[src/rtl/sc_stream_encoder.sv]
// sc_stream_encoder: serial stochastic-number generator.
// Accepts one binary magnitude per input handshake and emits a unipolar
// bitstream of STREAM_LENGTH bits. Each bit compares the latched value against
// the bit-reversed beat counter (van der Corput order). The result is that a
// stream of value v contains exactly v ones, spread evenly along the stream.
//
// Optional build macro: SC_ENC_ACCUM_EN
//   defined   -> a popcount accumulator reports each completed stream on
//                ones_count and pulses count_valid for one cycle.
//   undefined -> no accumulator is built; ones_count and count_valid read 0.
//
// state  | meaning
// -------+---------------------------------------------------------------
// IDLE   | no stream in flight; in_ready=1, waiting for an input value
// STREAM | presenting bit cnt_q of the stream for val_q; out_valid=1
module sc_stream_encoder #(
    parameter int DATA_WIDTH    = 6,
    parameter int STREAM_LENGTH = 32,
    parameter int LOG_LEN       = 5
) (
    input  logic                  clk,
    input  logic                  rst_n,
    input  logic                  in_valid,
    output logic                  in_ready,
    input  logic [DATA_WIDTH-1:0] in_value,
    output logic                  out_valid,
    input  logic                  out_ready,
    output logic                  out_bit,
    output logic                  out_last,
    output logic [LOG_LEN:0]      ones_count,
    output logic                  count_valid
);

    typedef enum logic {
        IDLE   = 1'b0,
        STREAM = 1'b1
    } state_t;

    localparam logic [DATA_WIDTH-1:0] LEN_IN   = DATA_WIDTH'(STREAM_LENGTH);
    localparam logic [LOG_LEN-1:0]    CNT_LAST = LOG_LEN'(STREAM_LENGTH - 1);

    state_t               state_q, state_d;
    logic [LOG_LEN:0]     val_q, val_d;
    logic [LOG_LEN-1:0]   cnt_q, cnt_d;
    logic [LOG_LEN-1:0]   cnt_rev;
    logic [DATA_WIDTH-1:0] in_sat;
    logic [LOG_LEN:0]     in_val_sat;
    logic                 beat;

    // Values above the stream length would ask for more ones than beats exist.
    always_comb begin
        in_sat = (in_value > LEN_IN) ? LEN_IN : in_value;
    end

    // After saturation the value always fits in LOG_LEN+1 bits.
    assign in_val_sat = (LOG_LEN + 1)'(in_sat);

    // Bit-reversed beat counter: the low-discrepancy threshold sequence.
    always_comb begin
        cnt_rev = '0;
        for (int i = 0; i < LOG_LEN; i++) begin
            cnt_rev[i] = cnt_q[LOG_LEN-1-i];
        end
    end

    // Stream outputs and the input-side ready, all gated by the FSM state.
    always_comb begin
        out_valid = (state_q == STREAM);
        out_last  = out_valid && (cnt_q == CNT_LAST);
        out_bit   = out_valid && (val_q > {1'b0, cnt_rev});
        // Ready in STREAM only on the accepted last beat, so a new value can
        // follow back-to-back; it deliberately ignores in_valid.
        in_ready  = out_valid ? (out_last & out_ready) : 1'b1;
        beat      = out_valid & out_ready;
    end

    // Next-state logic: latch on input handshake, advance on each beat.
    always_comb begin
        state_d = state_q;
        val_d   = val_q;
        cnt_d   = cnt_q;
        case (state_q)
            IDLE: begin
                if (in_valid) begin
                    val_d   = in_val_sat;
                    cnt_d   = '0;
                    state_d = STREAM;
                end
            end
            STREAM: begin
                if (beat) begin
                    if (!out_last) begin
                        cnt_d = cnt_q + LOG_LEN'(1);
                    end else if (in_valid) begin
                        val_d = in_val_sat;
                        cnt_d = '0;
                    end else begin
                        state_d = IDLE;
                    end
                end
            end
            default: begin
                state_d = IDLE;
            end
        endcase
    end

    // State, value and beat-counter registers.
    always_ff @(posedge clk or negedge rst_n) begin
        if (!rst_n) begin
            state_q <= IDLE;
            val_q   <= '0;
            cnt_q   <= '0;
        end else begin
            state_q <= state_d;
            val_q   <= val_d;
            cnt_q   <= cnt_d;
        end
    end

`ifdef SC_ENC_ACCUM_EN
    logic [LOG_LEN:0] acc_q;
    logic [LOG_LEN:0] ones_q;
    logic             cv_q;
    logic [LOG_LEN:0] acc_sum;

    // Running popcount including the bit on the current beat.
    assign acc_sum = acc_q + (LOG_LEN + 1)'(out_bit);

    // Accumulate per beat; publish and clear on the last beat. Reset discards
    // any partial stream, so an aborted stream never reports a count.
    always_ff @(posedge clk or negedge rst_n) begin
        if (!rst_n) begin
            acc_q  <= '0;
            ones_q <= '0;
            cv_q   <= 1'b0;
        end else begin
            cv_q <= 1'b0;
            if (beat) begin
                if (out_last) begin
                    ones_q <= acc_sum;
                    cv_q   <= 1'b1;
                    acc_q  <= '0;
                end else begin
                    acc_q <= acc_sum;
                end
            end
        end
    end

    assign ones_count  = ones_q;
    assign count_valid = cv_q;
`else
    assign ones_count  = '0;
    assign count_valid = 1'b0;
`endif

endmodule

[config.mk]
export PLATFORM = sky130hd
export DESIGN_NAME = sc_stream_encoder
export DESIGN_NICKNAME = d
export VERILOG_FILES = /design/src/rtl/sc_stream_encoder.sv
export SDC_FILE = /design/constraint.sdc
export NUM_CORES = 1
export LEC_CHECK = 0
export ABC_CLOCK_PERIOD_IN_PS = 1900
export CAP_MARGIN = 20
export CELL_PAD_IN_SITES_DETAIL_PLACEMENT = 1
export CELL_PAD_IN_SITES_GLOBAL_PLACEMENT = 2
export CORE_AREA = 2 2 58 60
export CTS_CLUSTER_SIZE = 20
export DETAILED_ROUTE_END_ITERATION = 16
export DIE_AREA = 0 0 60 62
export PLACE_DENSITY_LB_ADDON = 0.1
export SLEW_MARGIN = 15
export SYNTH_ARGS = -nofsm -noshare
export SYNTH_HDL_FRONTEND = slang
export SYNTH_SLANG_ARGS = --single-unit
[constraint.sdc]
create_clock -name clk -period 1.9 [get_ports clk]
set_clock_uncertainty 0.2 [all_clocks]
set_input_delay 0.38 -clock clk [delete_from_list [all_inputs] [get_ports clk]]
set_output_delay 0.38 -clock clk [all_outputs]
set_load 0.005 [all_outputs]
# ---- Word level (Yosys, flattened, before mapping)
# Index checks and enable logic that the tools add are counted.
dict set report classes {
  n_addsub 1
  order_cmp 2
  eq_ne 3
  n_mux 14
  bitwise 3
  reduce_logical 3
}
# cell n
set op_table {}
lappend op_table {{$mux 6} 4}
lappend op_table {{$mux 5} 3}
lappend op_table {{$pmux 6 s2} 1}
lappend op_table {{$pmux 5 s2} 1}
lappend op_table {{$gt 6x5->1} 1}
lappend op_table {{$gt 6x6->1 const B} 1}
lappend op_table {{$add 5x1->5 const B} 1}
lappend op_table {{$eq 5x5->1 const B} 1}
lappend op_table {{$mux 1} 4}
lappend op_table {{$and 1x1->1} 2}
lappend op_table {{$logic_and 1x1->1} 2}
lappend op_table {{$ne 2x1->1 const B} 1}
lappend op_table {{$ne 2x2->1 const B} 1}
lappend op_table {{$pmux 1 s2} 1}
lappend op_table {{$reduce_and 2->1} 1}
lappend op_table {{$not 1->1} 1}
dict set report totals {
  inputBits 10
  output_inout_bits 11
  word_cells 29
  register_bits 12
}

# ---- Logic depth before layout (Yosys ltp)
dict set report depth {
  ltp_word 6
  ltp_mapped 7
  ltp_nobuf 6
}

# ---- Worst setup path after synthesis
# No wires, ideal clock.
dict set report synth_path {
  path_kind {register to register}
  startpoint {register cnt_q[0]}
  endpoint {register val_q[1]}
  stages_incl_launch_ff 8
  arrival_time_ns 1.744
  path_buffers 1
  path_slack_ns -0.169
  cell_sequence {dfrtp_1 > ha_1 > and3_1 > ha_1 > a21bo_4 > and2_4 > buf_6 > mux2_4}
}
dict set report synth_between {
  elab_chain_cells 4
}
# item line_no
set synth_lines {}
lappend synth_lines {{start: declaration} 44} ;# logic [LOG_LEN-1:0] cnt_q, cnt_d;
lappend synth_lines {{start signal: assignment} 117} ;# cnt_q <= cnt_d;
lappend synth_lines {{$eq 5x5->1} 69} ;# out_last = out_valid && (cnt_q == CNT_LAST);
lappend synth_lines {{$logic_and 1x1->1} 69}
lappend synth_lines {{$ne 2x2->1 (no source line)} n/a}
lappend synth_lines {{$reduce_and 2->1 (no source line)} n/a}
lappend synth_lines {{end signal: assignment} 116} ;# val_q <= val_d;
lappend synth_lines {{end: declaration} 43} ;# logic [LOG_LEN:0] val_q, val_d;
# No other way between the ends.
# A chain may end at the register's enable or synchronous reset.

# ---- Final worst setup path
dict set report layout_path {
  startpoint {register cnt_q[1]}
  endpoint {output in_ready}
}
dict set report layout_between {
  elab_chain_cells 4
}
# item line_no
set layout_lines {}
lappend layout_lines {{$eq 5x5->1} 69}
lappend layout_lines {{$logic_and 1x1->1} 69}
lappend layout_lines {{$and 1x1->1} 73} ;# in_ready = out_valid ? (out_last & out_ready) : 1'b1;
lappend layout_lines {{$mux 1} 73}
lappend layout_lines {{end: declaration} 24} ;# output logic in_ready,
# No other way between the ends.

==> impl_metrics.yaml <==
worst_setup_path:
  start_kind: "flip-flop"
  r2r_start: "cnt_q[1]$_DFFE_PN0N_"
  crit_end: "in_ready"
  crit_cells: 6
  r2r_cells: 8
  cp_cell_sequence: "buf_6, ha_4, and3_4, ha_4, a21bo_4, buf_6"
  cp-end-kind: "output port"
  worstPathArrival_ns: 1.61
  crit_family: "flip-flops"
  worstSetupPathType: "reg -> out"
  cp-startpoint: "cnt_q[1]$_DFFE_PN0N_"
  max_stage_delay_ns: 0.41
  cp_data_required_time_ns: 1.32
  path_buf_inv: 2
  r2r_setup_slack_ns: -0.24
  timing.rr.end: "val_q[4]$_DFFE_PN0P_"
  cp_max_fo: 3
  cp_slowest_cell: "dfrtp_1"
grt:
  overflow: 0
  grt_pass1_wl_um: 3170
  grt_use_total_pct: 11.8
  antenna_found_initial: 0
  grt_max_degree: 13
  grt_pass1_vias: 680
clocking:
  cts.sinks: 12
  hold_buffers: 0
  cts_max_level: 1
  cts_buffers: 3
  cts_tree: "yes"
  clock_latency_ns: 0.27
  ctsRootBufferMaster: "clkbuf_4"
  path_clk_slew_ns: 0.08
  cts_buffer_depth: 2
yosys:
  synth_seq_area_share_pct: 38.2
  ys_ff_latch: 12
  synth_area_per_cell_um2: 10.9
  synth_most_common_cell: "dfrtp_1"
  synth_area_leaders: "dfrtp_1 (38%), ha_1 (11%), mux2_4 (9.6%)"
  synth_largest_area_cell: "dfrtp_1"
  synth_fa_ha_area_share_pct: 11.1
  yosys-top-cells-count: "dfrtp_1 (12), buf_4 (7), ha_1 (7)"
  ys_warn_count: 0
  synth_top_family_by_area: "simple AND/OR/NAND/NOR gates"
  synth_edf_count: 0
  synth-compound-area-share_pct: 10.4
  synth_cells: 72
  synth_cell_types: 28
  synthSimpleGateAreaFrac_pct: 15.8
  netlist.area_leader.share_pct: 38.2
  synth_flop_cell: "dfrtp_1"
  synthArstFlopShare_pct: 100
  muxShareOfSynthArea_pct: 10.8
  synth_xor_area_share_pct: 2.23
  syn_area_um2: 786
power:
  swShare_pct: 32.8
  seqPwrFrac_pct: 27.7
  p_switching_w: 0.000470
  ir_drop_mv: 0.366
  power.leakage_nw: 0.626
  power_density_nw_per_um2: 1070
  p_comb_share_pct: 58.0
  cell_internal_pwr_w: 0.000961
  p_clk_share_pct: 14.3
floorplanning:
  die-area_um2: 3720
  io_pins: 21
  start_util_pct: 24.7
  rows: 21
  fp.dieH_um: 62
  core_region_area_um2: 3180
  die_x_um: 60
final_layout:
  final_cells: 160
  drive_gt1_share_pct: 51.8
  multi_input_area_um2: 544
  nFillCells: 342
  seq_area_um2: 300
  area_delta_synth_final_pct: 70.4
  antennaDiodeCount: 0
  nets: 132
sta:
  hold_viol: 0
  finalCritPeriodShare_pct: 115
  fin_ws_ns: -0.294
  fin_setup_tns_ns: -2.63
  hold_slack_ns: 0.212
  period_minus_slack_ns: 2.19
  rsz0062_at_grt: "true"
  fmax_mhz: 456
  slew_viol_final: 0
  setup_violations: 15
route:
  first_pass_iters: 4
  drt-initial-drc-count: 21
  via_per_inst: 4.13
  ant_nets: 0
  postRouteWirelength_um: 1910
  num_vias: 660
  drc: 0
  wl_per_cell_um: 11.9
placement:
  place_inst: 149
  port_buffers: 13
  gp_congestion: 0.642
  dpl.hpwl_um: 1400
flow_run:
  drv_cap: 0
hold_path:
  min_path_type: "in -> async"
outcome:
  outcome: "complete, but fails checks"
  violations: "negative setup slack"
## worst register-to-register path: cells and delay by family (launching register included)
| family | cells | cell delay [ns] |
|---|---|---|
| fa+ha+maj | 2 | 0.31 |
| buf+inv | 2 | 0.24 |
| simple gates | 2 | 0.35 |
| flops | 1 | 0.41 |
| compound gates | 1 | 0.21 |
| mux | 1 | 0.30 |
## kinds of logic (layout without fill, tap and decap cells)
kind of cell,after synthesis,after routing
compound gates,11,11
flops,12,12
mux,6,6
xor+xnor,2,2
simple gates,19,19
buf+inv,14,50
other cells,1,7
fa+ha+maj,7,7
## layout make-up
| cell class | instances | area share (%) |
|---|---|---|
| Clock buffer | 4 | 2.71 |
| Timing Repair Buffer | 40 | 28.0 |
| Multi-Input combinational cell | 52 | 40.7 |
| Inverter | 6 | 1.87 |
| Tap cell | 46 | 4.30 |
| Sequential cell | 12 | 22.4 |
## power by group through the flow
stage               Sequential [W]  Clock, W  Combinational (W)
floorplan                 0.000390         0           0.000298
global route              0.000409  0.000228           0.000928
CTS                       0.000396  0.000220           0.000770
detailed placement        0.000393         0           0.000584
finish                    0.000396  0.000205           0.000830
global placement          0.000387         0           0.000565
## registers in the layout, indices dropped and copies added, names as in the netlist
register   cells
cnt_q          5
out_valid      1
val_q          6
## layer usage
metal  share of wire (%)  vias to the layer above  track usage (%)  routed length, um
li1                    -                      321                -                  -
met1                  45                      323             14.8                862
met2                  50                       14             20.0                959
met3                 3.2                        2             3.73                 62
met4                 1.4                        0             2.86                 27
met5                   0                        -                0                  0
## timing repair
item,in CTS,in global routing
endpoints found under the setup margin,14,15
pin swaps,11,3
setup buffers,3,4
gates resized for setup,36,14
## how the worst min path moves through the flow
stage                         startpoint                   end  slack (ns)  depth (start not counted)
detailed placement  val_q[0]$_DFFE_PN0P_  val_q[0]$_DFFE_PN0P_        0.36                          2
floorplan                          rst_n  cnt_q[0]$_DFFE_PN0N_       -0.12                          0
global route                       rst_n   out_valid$_DFF_PN0_        0.25                          2
CTS                                rst_n  val_q[0]$_DFFE_PN0P_        0.21                          2
finish                             rst_n   out_valid$_DFF_PN0_        0.21                          2
global placement    val_q[0]$_DFFE_PN0P_  val_q[0]$_DFFE_PN0P_        0.35                          2
## per-stage QoR
stage / area, um^2 / worst slack (ns) / util, % / power, W
after floorplan: 828 / -0.0926 / - / 0.000687
after global placement: 1100 / -0.496 / 34.7 / 0.000953
after detailed placement: 1100 / -0.503 / 34.7 / 0.000977
after CTS: 1250 / -0.321 / 39.5 / 0.00139
after global routing: 1340 / -0.439 / 42.1 / 0.00157
final: 1340 / -0.294 / 42.1 / 0.00143
## placed cells by master (no fill, tap or decap), types with 2 or more instances in the layout
cell              n
ha_1              3
buf_4            15
nor2b_1           5
nand4b_1          2
mux2_4            5
ha_4              4
and2_4            2
a31oi_1           2
conb_1            7
nor2_4            2
inv_1             4
clkdlybuf4s50_1  10
buf_6            14
clkbuf_4          3
dfrtp_1          12
No activity file was read; power rests on OpenSTA's default activity.
